`src/rtl/cache_mem_arbiter.sv`:
```
// rtl/cache_mem_arbiter.sv - icache/dcache miss-path arbiter onto one shared RAM port
// Data cache has priority; a saturating streak counter forces an icache grant.
module cache_mem_arbiter #(
  parameter int WORD_W     = 32,
  parameter int STARVE_MAX = 4
) (
  input  logic              CLK,
  input  logic              nRST,
  input  logic              iREN,
  input  logic [WORD_W-1:0] iaddr,
  output logic              iwait,
  output logic [WORD_W-1:0] iload,
  input  logic              dREN,
  input  logic              dWEN,
  input  logic [WORD_W-1:0] daddr,
  input  logic [WORD_W-1:0] dstore,
  output logic              dwait,
  output logic [WORD_W-1:0] dload,
  output logic              ramREN,
  output logic              ramWEN,
  output logic [WORD_W-1:0] ramaddr,
  output logic [WORD_W-1:0] ramstore,
  input  logic [WORD_W-1:0] ramload,
  input  logic [1:0]        ramstate
);

  localparam int SW = $clog2(STARVE_MAX + 1);
  localparam logic [SW-1:0] SMAX = SW'(STARVE_MAX);
  localparam logic [1:0] RAM_ACCESS = 2'd2;

  typedef enum logic [1:0] {IDLE, SERVE_I, SERVE_D} state_t;

  state_t        state_q, state_d;
  logic [SW-1:0] streak_q, streak_d;
  logic          dreq;
  logic          access;

  assign dreq   = dREN | dWEN;
  assign access = (ramstate == RAM_ACCESS);

  always_comb begin
    state_d  = state_q;
    streak_d = streak_q;
    ramREN   = 1'b0;
    ramWEN   = 1'b0;
    ramaddr  = '0;
    ramstore = '0;
    iwait    = 1'b1;
    dwait    = 1'b1;
    iload    = '0;
    dload    = '0;
    case (state_q)
      IDLE: begin
        if (iREN && (!dreq || streak_q == SMAX)) state_d = SERVE_I;
        else if (dreq)                            state_d = SERVE_D;
      end
      SERVE_I: begin
        // A withdrawn request ends the grant without touching the streak.
        if (!iREN) begin
          state_d = IDLE;
        end else begin
          ramREN  = 1'b1;
          ramaddr = iaddr;
          if (access) begin
            iwait    = 1'b0;
            iload    = ramload;
            state_d  = IDLE;
            streak_d = '0;
          end
        end
      end
      SERVE_D: begin
        if (!dreq) begin
          state_d = IDLE;
        end else begin
          ramaddr  = daddr;
          ramstore = dstore;
          ramWEN   = dWEN;
          ramREN   = ~dWEN;
          if (access) begin
            dwait   = 1'b0;
            dload   = dWEN ? '0 : ramload;
            state_d = IDLE;
            if (iREN) streak_d = (streak_q == SMAX) ? SMAX : streak_q + 1'b1;
            else      streak_d = '0;
          end
        end
      end
      default: state_d = IDLE;
    endcase
  end

  always_ff @(posedge CLK or negedge nRST) begin
    if (!nRST) begin
      state_q  <= IDLE;
      streak_q <= '0;
    end else begin
      state_q  <= state_d;
      streak_q <= streak_d;
    end
  end

endmodule

```
`config.mk`:
```
export PLATFORM = sky130hd
export DESIGN_NAME = cache_mem_arbiter
export DESIGN_NICKNAME = d
export VERILOG_FILES = /design/src/rtl/cache_mem_arbiter.sv
export SDC_FILE = /design/constraint.sdc
export NUM_CORES = 1
export LEC_CHECK = 0
export BUFFER_PORTS_ARGS = -buffer_cell sky130_fd_sc_hd__buf_4
export CAP_MARGIN = 30
export CORE_AREA = 2 2 104 106
export DETAILED_ROUTE_END_ITERATION = 8
export DIE_AREA = 0 0 106 108
export SYNTH_ARGS = -nofsm -noshare
export SYNTH_HDL_FRONTEND = slang
export SYNTH_SLANG_ARGS = --single-unit
export TNS_END_PERCENT = 10
```
`constraint.sdc`:
```
create_clock -name CLK -period 2.2 [get_ports CLK]
set_clock_uncertainty 0.05 [all_clocks]
set_input_delay 0.22 -clock CLK [delete_from_list [all_inputs] [get_ports CLK]]
set_output_delay 0.22 -clock CLK [all_outputs]
set_load 0.02 [all_outputs]
```
==> metrics.yaml, run 1 <==
logic_synthesis:
  synth_edf_count: 0
  synthesis.area_per_instance_sq_um: 6.929
  synth_cells: 236
  synth_cell_types: 32
  synth_flop_cell: "sky130_fd_sc_hd__dfrtp_1"
  postSynthNetCount: 377
  synthesis.area_sq_um: 1635
  synth.yosys.seq_area_share_pct: 7.651
  yosys_register_bits: 5
  synth-warning-count: 0
  async_reset_ff_share_pct: 100.0
global_route:
  grt_first_pass_wirelength_microns: 12890
  grt_start_max_net_pins: 68
  grt_antenna_before_repair: 0
  grt_overflow_total: 0
  grt_pass1_vias: 2434
  grt.total_usage_pct: 13.71
floorplanning:
  core-area_sq_um: 10230
  die-area_sq_um: 11450
  die_x_microns: 106
  start_util_pct: 15.98
  pin_count: 267
  placementRows: 37
  die_height_microns: 108
power_and_ir_drop:
  irDropWorstVdd_mv: 0.3668
  p_int_w: 0.001406
  power.share.combinational_pct: 87.9
  p_per_area_nw_per_um2: 706.2
  static-leakage-power_nw: 2.136
  power.clock.fraction_pct: 5.9
  power_switching_w: 0.001340
  p_seq_share_pct: 6.1
  p_sw_share_pct: 48.80
drt:
  detailedRoute.firstIterationViolations: 164
  final_routed_wire_length_divided_by_cell_count_microns: 14.94
  dr_total_vias: 2665
  drt-vias-per-instance: 4.217
  drt-pass1-iter-count: 4
  routed_wl_microns: 9444
  drt_drc_violations_left: 0
  antenna_left: 0
placement:
  minimum_setup_slack_after_placement_ps: 243.9
  place_area_sq_um: 3760
  routabilityCongestion: 0.8187
  post_placement_cell_count: 621
  port_buffers: 266
  dp_hpwl_microns: 7509
critical_path:
  critPathLaunchType: "flip-flop"
  cpMaxStageDelayCell: "sky130_fd_sc_hd__dfrtp_1"
  worst_setup_path_end_kind: "output port"
  path_delay_family: "buffers and inverters"
  crit_path_frequent_cell: "sky130_fd_sc_hd__buf_4"
  cp_data_arrival_time_ps: 1810
  cp_num_buf_inv: 3
  cp.required_ps: 1930
  critPathMaxFanout: 32
  crit_path_cell_trace: "inv_1 -> ha_2 -> nand3b_1 -> nor2_1 -> buf_4 -> and2_1 -> buf_4"
  crit_type: "reg2out"
  critical_path.max_stage_delay_ps: 420
run:
  cap_viol_max_count: 0
finish:
  postLayoutCellArea_sq_um: 3889
  mostFrequentLayoutCell: "sky130_fd_sc_hd__buf_4"
  antennaDiodeCount: 0
  layout.filler_cells: 1061
  areaGrowthSynthToFinish_pct: 137.8
  layout-drive-gt1-share_pct: 58.06
  fin_nets: 638
  instances_no_fill: 632
  most-common-layout-cells: "sky130_fd_sc_hd__buf_4, sky130_fd_sc_hd__and2_1, sky130_fd_sc_hd__nor2b_1"
cts:
  clkSlewWorstSetupHoldPaths_ps: 30
  cts_htree_levels: 1
  clock_sinks: 5
  clock_tree.buffer_depth: 2
  cts_root_buf: "sky130_fd_sc_hd__clkbuf_8"
  cts-buffers-inserted: 3
  worstSkewPairLatency_ps: 220
  cts_tree: "done"
sta:
  grt_setup_unrepaired: "false"
  achievable-frequency_mhz: 480.7
  setup_tns_ps: 0
  finalMaxSlewViolations: 0
  setup_slack_ps: 119.9
  min_period_ps: 2080
  fin_crit_sh_pct: 94.55
  final_hold_viol_count: 0
  max-slew-margin-rel_pct: 74.47
  setup_violations: 0
  worst_hold_slack_ps: 286.8
  tightest_slew_ps: 380.0
outcome:
  outcome: "completed"
worst_hold_path:
  min_path_type: "in2async"
[synthesized netlist by cell type (2+ instances only)]
cell	number	area share [%]
sky130_fd_sc_hd__and2_1	65	25
sky130_fd_sc_hd__ha_1	6	4.6
sky130_fd_sc_hd__mux2i_1	3	1.8
sky130_fd_sc_hd__buf_2	6	1.8
sky130_fd_sc_hd__o2111ai_1	2	1.1
sky130_fd_sc_hd__inv_1	8	1.8
sky130_fd_sc_hd__dfrtp_1	5	7.7
sky130_fd_sc_hd__and3_1	32	12
sky130_fd_sc_hd__nand3_1	5	1.5
sky130_fd_sc_hd__nand2_1	4	0.92
sky130_fd_sc_hd__nor2b_1	33	13
sky130_fd_sc_hd__a22oi_1	32	15
sky130_fd_sc_hd__nor2_1	2	0.46
sky130_fd_sc_hd__buf_6	3	2.1
sky130_fd_sc_hd__clkbuf_1	6	1.4
sky130_fd_sc_hd__clkbuf_2	8	2.4
[power groups by stage]
stage,registers (W),logic (W),clock network (W)
4_1_cts,0.000167,0.00234,0.000168
3_5_place_dp,0.000168,0.00232,0
3_3_place_gp,0.000164,0.00230,0
6_report,0.000169,0.00242,0.000163
2_1_floorplan,0.000160,0.00135,0
5_1_grt,0.000176,0.00259,0.000175
[worst reg2reg max path, delay by kind of cell (launching register included)]
| family | cells | cell delay, ps |
|---|---|---|
| buf+inv | 1 | 90 |
| fa+ha+maj | 1 | 230 |
| mux | 1 | 250 |
| flops | 1 | 410 |
| simple gates | 2 | 460 |
[final timing paths]
kind	endpoint	slack (ps)	cells after the start	start
min reg2reg	streak_q[1]	530	2	streak_q[1]
min in group CLK	state_q[0]	310	3	iREN
min	state_q[0]	290	2	nRST
max	dload[22]	120	7	state_q[0]
max in group asynchronous	streak_q[2]	1710	2	nRST
max reg2reg	streak_q[1]	620	5	state_q[0]
[cell families after synthesis]
logic type	count (synthesis)	synth area share [%]
simple gates	149	56.47
buf+inv	32	10.02
flops	5	7.651
fa+ha+maj	6	4.591
mux	3	1.836
compound gates	41	19.43
[metal layers]
metal  wire length, microns  global-route usage, %
met5                      0                      0
met1                   3855                  16.81
met3                    698                  2.049
met2                   4783                  25.39
met4                    106                  2.914
[registers in the layout, indices dropped and copies added (netlist names)]
name and cells:
streak_q 3, state_q 2
[final cells by class]
type	count	area, sq um	share of cell area [%]
Timing Repair Buffer	279	2152	55.34
Multi-Input combinational cell	200	1366	35.14
Tap cell	136	170.2	4.376
Sequential cell	5	125.1	3.218
Clock buffer	4	45.04	1.158
Inverter	8	30.03	0.7722
[stage by stage]
step / total power [W] / util, %
after floorplan: 0.001505 / -
after global placement: 0.002459 / 36.75
after detailed placement: 0.002492 / 36.75
after CTS: 0.002671 / 37.29
after global routing: 0.002939 / 38.01
final: 0.002746 / 38.01
[repair_timing]
action / CTS / global route
setup endpoints to repair: 0 / 68
hold buffers: 1 / 0
endpoints found under the hold margin: 5 / 0
buffers inserted: 0 / 4
gates resized for setup: 0 / 3
Note: power is estimated with default switching activity, not from simulation.
==> run 2, diff against run 1 <==
==> constraint.sdc (replaced) <==
create_clock -name CLK -period 2.2 [get_ports CLK]
set_clock_uncertainty 0.05 [all_clocks]
set_input_delay 0.22 -clock CLK [delete_from_list [all_inputs] [get_ports CLK]]
set_output_delay 0.22 -clock CLK [all_outputs]
set_load 0.1 [all_outputs]
==> metrics.yaml, run 2 (synthesis results as in run 1) <==
finish:
  postLayoutCellArea_sq_um: 4436  # +14%
  layout-drive-gt1-share_pct: 63.95  # +5.9 points
  largest_register_ffs: 3  # unchanged
  antennaDiodeCount: 0  # unchanged
  layout.filler_cells: 1011  # -4.7%
  largestRegisters: "streak_q: 3 flops, state_q: 2 flops"
  final_core_utilization_pct: 43.35  # +5.3 points
  mostFrequentLayoutCell: "sky130_fd_sc_hd__buf_4"
  top_register: "streak_q"
  most-common-layout-cells: "sky130_fd_sc_hd__buf_4, sky130_fd_sc_hd__buf_6, sky130_fd_sc_hd__and2_1"
  areaGrowthSynthToFinish_pct: 171.2
  fin_nets: 633  # -0.78%
critical_path:
  cp_data_arrival_time_ps: 1870  # +60 ps
  critPathMaxFanout: 32  # unchanged
  reg2reg_depth: 6  # +1
  critPathCapture: "ramaddr[25]"
  reg2reg_slack_ps: 580  # -40 ps
  worstReg2RegStart: "state_q[0]"
  critPathLaunchType: "flip-flop"
  setup.worst_path.start: "state_q[1]"
  rr_endpoint: "state_q[1]"
  worst_setup_path_end_kind: "output port"
  crit_type: "reg2out"
  cp.required_ps: 1930  # about the same
power_and_ir_drop:
  p_sw_share_pct: 65.89  # +17 points
  p_seq_share_pct: 3.2  # -2.9 points
  post-layout-total-power_w: 0.005431  # +98%
  static-leakage-power_nw: 2.269  # +6.2%
  power.clock.fraction_pct: 3.0  # -2.9 points
  power.share.combinational_pct: 93.8  # +5.9 points
  p_int_w: 0.001853  # +32%
  power_switching_w: 0.003578  # +170%
  p_per_area_nw_per_um2: 1224  # +73%
  irDropWorstVdd_mv: 0.7776  # +110%
global_route:
  grt_overflow_total: 0  # unchanged
  grt_pass1_vias: 2593  # +6.5%
  grt.total_usage_pct: 14.00  # +0.29 points
  grt_first_pass_wirelength_microns: 13140  # +2.0%
  grt_antenna_before_repair: 0  # unchanged
  grt_start_max_net_pins: 35  # -49%
drt:
  drt-pass1-iter-count: 4  # unchanged
  dr_total_vias: 2750  # +3.2%
  drt-vias-per-instance: 4.386  # +4.0%
  antenna_left: 0  # unchanged
  routed_wl_microns: 9551  # +1.1%
  detailedRoute.firstIterationViolations: 133  # -19%
  final_routed_wire_length_divided_by_cell_count_microns: 15.23  # +1.9%
  drt_drc_violations_left: 0  # unchanged
worst_hold_path:
  min_path_type: "in2async"
sta:
  achievable-frequency_mhz: 466.5  # -3.0%
  fin_crit_sh_pct: 97.44  # +2.9 points
  setup_violations: 0  # unchanged
  finalMaxSlewViolations: 0  # unchanged
  tightest_slew_ps: 315.6  # -64.33 ps
  worst_hold_slack_ps: 286.7  # -0.1290 ps
  min_period_ps: 2144  # +63.66 ps
  max-slew-margin-rel_pct: 78.80  # +4.3 points
  grt_setup_unrepaired: "true"
  final_hold_viol_count: 0  # unchanged
placement:
  place_area_sq_um: 3870  # +2.9%
  routabilityCongestion: 0.7880  # -3.7%
  dp_hpwl_microns: 7286  # -3.0%
  port_buffers: 266  # unchanged
cts:
  cts_root_buf: "sky130_fd_sc_hd__clkbuf_8"
  cts-buffers-inserted: 3  # unchanged
  clkSlewWorstSetupHoldPaths_ps: 30  # about the same
  cts_htree_levels: 1  # unchanged
  worstSkewPairLatency_ps: 220  # about the same
  clock_sinks: 5  # unchanged
  postCtsSetupBuffers: 0  # unchanged
  cts_tree: "done"
  clock_tree.buffer_depth: 2  # unchanged
floorplanning:
  start_util_pct: 15.98  # unchanged
  placementRows: 37  # unchanged
  core-area_sq_um: 10230  # unchanged
  die_x_microns: 106  # unchanged
  die_height_microns: 108  # unchanged
  die-area_sq_um: 11450  # unchanged
  pin_count: 267  # unchanged
run:
  cap_viol_max_count: 0  # unchanged
outcome:
  outcome: "completed"
run 2: changes by cell type in the layout (fill, tap and decap cells not counted), sizes merged:
cell,change
and2,-1
buf,-5
bufbuf,+1
run 2: power groups by stage:
stage	Combinational, W	Clock, W	Sequential [W]
after floorplan	0.00361	0	0.000160
final	0.00509	0.000163	0.000173
after CTS	0.00490	0.000168	0.000167
after detailed placement	0.00461	0	0.000168
after global placement	0.00458	0	0.000164
after global routing	0.00527	0.000177	0.000181
run 2: final cells by class:
| type | count | area, sq um | share of cell area (%) |
|---|---|---|---|
| clock buffer | 4 | 45.04 | 1.016 |
| sequential | 5 | 126.4 | 2.849 |
| multi-input combinational | 199 | 1486 | 33.51 |
| tap | 136 | 170.2 | 3.836 |
| inverter | 8 | 30.03 | 0.6770 |
| timing repair buffer | 275 | 2577 | 58.11 |
run 2: worst min path at each step:
stage | startpoint | endpoint | slack [ps] | cells past startpoint
global placement | nRST | streak_q[2] | -30 | 1
detailed placement | nRST | streak_q[0] | -30 | 1
floorplan | nRST | state_q[0] | -130 | 0
global route | nRST | streak_q[1] | 290 | 2
finish | nRST | streak_q[1] | 290 | 2
CTS | nRST | streak_q[1] | 290 | 2
run 2: what timing repair did:
action                                  in CTS  in global routing
pin swaps                                    0                  0
cloned                                       1                  1
endpoints found under the setup margin      91                110
endpoints found under the hold margin        5                  0
hold buffers                                 1                  0
gates resized for setup                     48                 71
run 2: layer usage:
layer / global-route usage [%] / vias up / part of all wire (%) / wire length, microns
li1: - / 1323 / - / -
met1: 16.30 / 1259 / 37 / 3519
met2: 26.73 / 154 / 54 / 5113
met3: 2.291 / 14 / 7.7 / 738
met4: 3.289 / 0 / 1.9 / 180
met5: 0 / - / 0 / 0
run 2: per-stage QoR:
step | instances | TNS (ps) | setup WS [ps]
after detailed placement | 620 | 0 | 117.4
after global routing | 627 | -41.75 | -18.53
after global placement | 620 | 0 | 173.8
after CTS | 626 | 0 | 22.94
final | 627 | 0 | 56.22
after floorplan | 236 | -4697 | -510.9
run 2: worst max-delay path, stage by stage, from the launching register on:
cell and delay, ps:
sky130_fd_sc_hd__dfrtp_2 440, sky130_fd_sc_hd__inv_1 100, sky130_fd_sc_hd__ha_2 210, sky130_fd_sc_hd__and2_4 180, sky130_fd_sc_hd__buf_12 180, sky130_fd_sc_hd__a22oi_1 130
sky130_fd_sc_hd__nor2b_1 160, sky130_fd_sc_hd__buf_6 240
==> run 3, diff against run 2 <==
--- a/config.mk
+++ b/config.mk
@@ -8,6 +8,7 @@
 export BUFFER_PORTS_ARGS = -buffer_cell sky130_fd_sc_hd__buf_4
 export CAP_MARGIN = 30
 export CORE_AREA = 2 2 104 106
+export CTS_CLUSTER_DIAMETER = 30
 export DETAILED_ROUTE_END_ITERATION = 8
 export DIE_AREA = 0 0 106 108
 export SYNTH_ARGS = -nofsm -noshare
==> constraint.sdc (replaced) <==
create_clock -name CLK -period 2.1 [get_ports CLK]
set_clock_uncertainty 0.05 [all_clocks]
set_input_delay 0.21 -clock CLK [delete_from_list [all_inputs] [get_ports CLK]]
set_output_delay 0.21 -clock CLK [all_outputs]
set_load 0.1 [all_outputs]
==> metrics.yaml, run 3 (synthesis results as in run 1) <==
critical_path:
  critPathLaunchType: "flip-flop"
  cp.required_ps: 1840  # -90 ps
  cpMaxStageDelayCell: "sky130_fd_sc_hd__dfrtp_2"
  crit_path_frequent_cell: "sky130_fd_sc_hd__buf_12"
  cp_data_arrival_time_ps: 1880  # about the same
  crit_type: "reg2out"
  worst_setup_path_end_kind: "output port"
  critPathMaxFanout: 17  # -47%
  critical_path.max_stage_delay_ps: 450  # about the same
  crit_path_cell_trace: "inv_2 -> ha_4 -> o21a_4 -> buf_12 -> a22oi_2 -> nor2b_2 -> buf_12"
  path_delay_family: "buffers and inverters"
  cp_num_buf_inv: 3  # unchanged
outcome:
  violations: "setup timing"
  outcome: "finished, violations left"
sta:
  min_period_ps: 2136
  achievable-frequency_mhz: 468.1
  fin_crit_sh_pct: 101.7
  tightest_slew_ps: 361.6  # +45.99 ps
  worst_hold_slack_ps: 277.8  # -8.936 ps
  final_hold_viol_count: 0  # unchanged
  max-slew-margin-rel_pct: 75.71  # -3.1 points
  grt_setup_unrepaired: "true"
  setup_slack_ps: -36.12  # -92.34 ps
  setup_violations: 3  # +3
  finalMaxSlewViolations: 0  # unchanged
global_route:
  grt_first_pass_wirelength_microns: 14530  # +11%
  grt.total_usage_pct: 15.73  # +1.7 points
  grt_antenna_before_repair: 1  # +1
  grt_start_max_net_pins: 37  # +5.7%
  grt_overflow_total: 0  # unchanged
  grt_pass1_vias: 2806  # +8.2%
finish:
  final_core_utilization_pct: 53.85  # +10 points
  largest_register_ffs: 3  # unchanged
  layout-drive-gt1-share_pct: 71.06  # +7.1 points
  areaGrowthSynthToFinish_pct: 236.9
  largestRegisters: "streak_q: 3 flops, state_q: 2 flops"
  fin_nets: 643  # +1.6%
  most-common-layout-cells: "sky130_fd_sc_hd__buf_4, sky130_fd_sc_hd__buf_12, sky130_fd_sc_hd__and2_1"
  top_register: "streak_q"
  mostFrequentLayoutCell: "sky130_fd_sc_hd__buf_4"
floorplanning:
  die_x_microns: 106  # unchanged
  die_height_microns: 108  # unchanged
  die-area_sq_um: 11450  # unchanged
  core-area_sq_um: 10230  # unchanged
  placementRows: 37  # unchanged
  pin_count: 267  # unchanged
  start_util_pct: 15.98  # unchanged
cts:
  clock_sinks: 5  # unchanged
  worstSkewPairLatency_ps: 220  # about the same
  cts_htree_levels: 1  # unchanged
  cts_tree: "done"
  clkSlewWorstSetupHoldPaths_ps: 30  # about the same
  cts_root_buf: "sky130_fd_sc_hd__clkbuf_8"
  clock_tree.buffer_depth: 2  # unchanged
  cts-buffers-inserted: 3  # unchanged
power_and_ir_drop:
  irDropWorstVdd_mv: 0.8200  # +5.5%
  p_per_area_nw_per_um2: 1148  # -6.2%
  static-leakage-power_nw: 2.527  # +11%
drt:
  drt_drc_violations_left: 0  # unchanged
  detailedRoute.firstIterationViolations: 149  # +12%
  drt-vias-per-instance: 4.456  # +1.6%
  dr_total_vias: 2843  # +3.4%
  drt-pass1-iter-count: 4  # unchanged
  antenna_left: 0  # unchanged
  routed_wl_microns: 11890  # +24%
  final_routed_wire_length_divided_by_cell_count_microns: 18.63  # +22%
placement:
  port_buffers: 266  # unchanged
  routabilityCongestion: 0.7520  # -4.6%
  dp_hpwl_microns: 7417  # +1.8%
run:
  cap_viol_max_count: 0  # unchanged
worst_hold_path:
  min_path_type: "in2reg"
[run 3: layer usage]
metal / vias to the layer above / share of wire [%] / track usage [%] / routed length [microns]
met5: - / 0 / 0 / 0
met4: 0 / 1.5 / 2.820 / 180
met3: 10 / 7.6 / 3.677 / 909
met2: 155 / 56 / 32.53 / 6705
met1: 1331 / 34 / 16.00 / 4091
li1: 1347 / - / - / -
[run 3: stage by stage]
step,power (W),worst slack (ps),setup TNS [ps],std cells,area [sq um]
after detailed placement,0.005049,-7.686,-7.686,621,3914
after global placement,0.005016,55.14,0,621,3914
after CTS,0.006029,-41.90,-186.3,628,4651
final,0.006327,-36.12,-68.17,638,5509
after floorplan,0.004001,-127.5,-10180,236,1774
after global routing,0.006550,-105.2,-3814,637,5507
[run 3: final timing paths]
path / startpoint / end / slack [ps] / depth (start not counted)
min reg2reg: streak_q[1] / streak_q[1] / 500 / 2
min: iREN / streak_q[1] / 280 / 3
max: state_q[0] / ramaddr[29] / -40 / 7
max reg2reg: state_q[0] / state_q[0] / 310 / 7
max in group asynchronous: nRST / state_q[1] / 1590 / 2
min in group asynchronous: nRST / streak_q[2] / 290 / 2
[run 3: area by class of cell]
type | instances | area, sq um
tap | 136 | 170.2
multi-input combinational | 199 | 1640
inverter | 8 | 30.03
antenna | 1 | 2.502
fill | 858 | 4722
clock buffer | 4 | 45.04
sequential | 5 | 127.6
timing repair buffer | 285 | 3493
[run 3: timing repair]
action,CTS,global route
buffers inserted,0,5
gates cloned,2,4
hold buffers,1,0
pin swaps,0,9
gates resized for setup,159,167
endpoints found under the hold margin,5,0
setup endpoints to repair,96,96
[run 3: tightest hold or removal path, stage by stage]
cell	delay, ps
sky130_fd_sc_hd__buf_4	140
sky130_fd_sc_hd__nand3_1	80
sky130_fd_sc_hd__mux2i_1	60
[run 3: power breakdown]
part	switching [W]	internal, W	total, W	leakage [nW]
Combinational	0.00387	0.00210	0.00597	2.44
Clock	0.0000419	0.000130	0.000172	0.0228
Sequential	0.0000443	0.000140	0.000184	0.0637
Total	0.00396	0.00237	0.00633	2.53
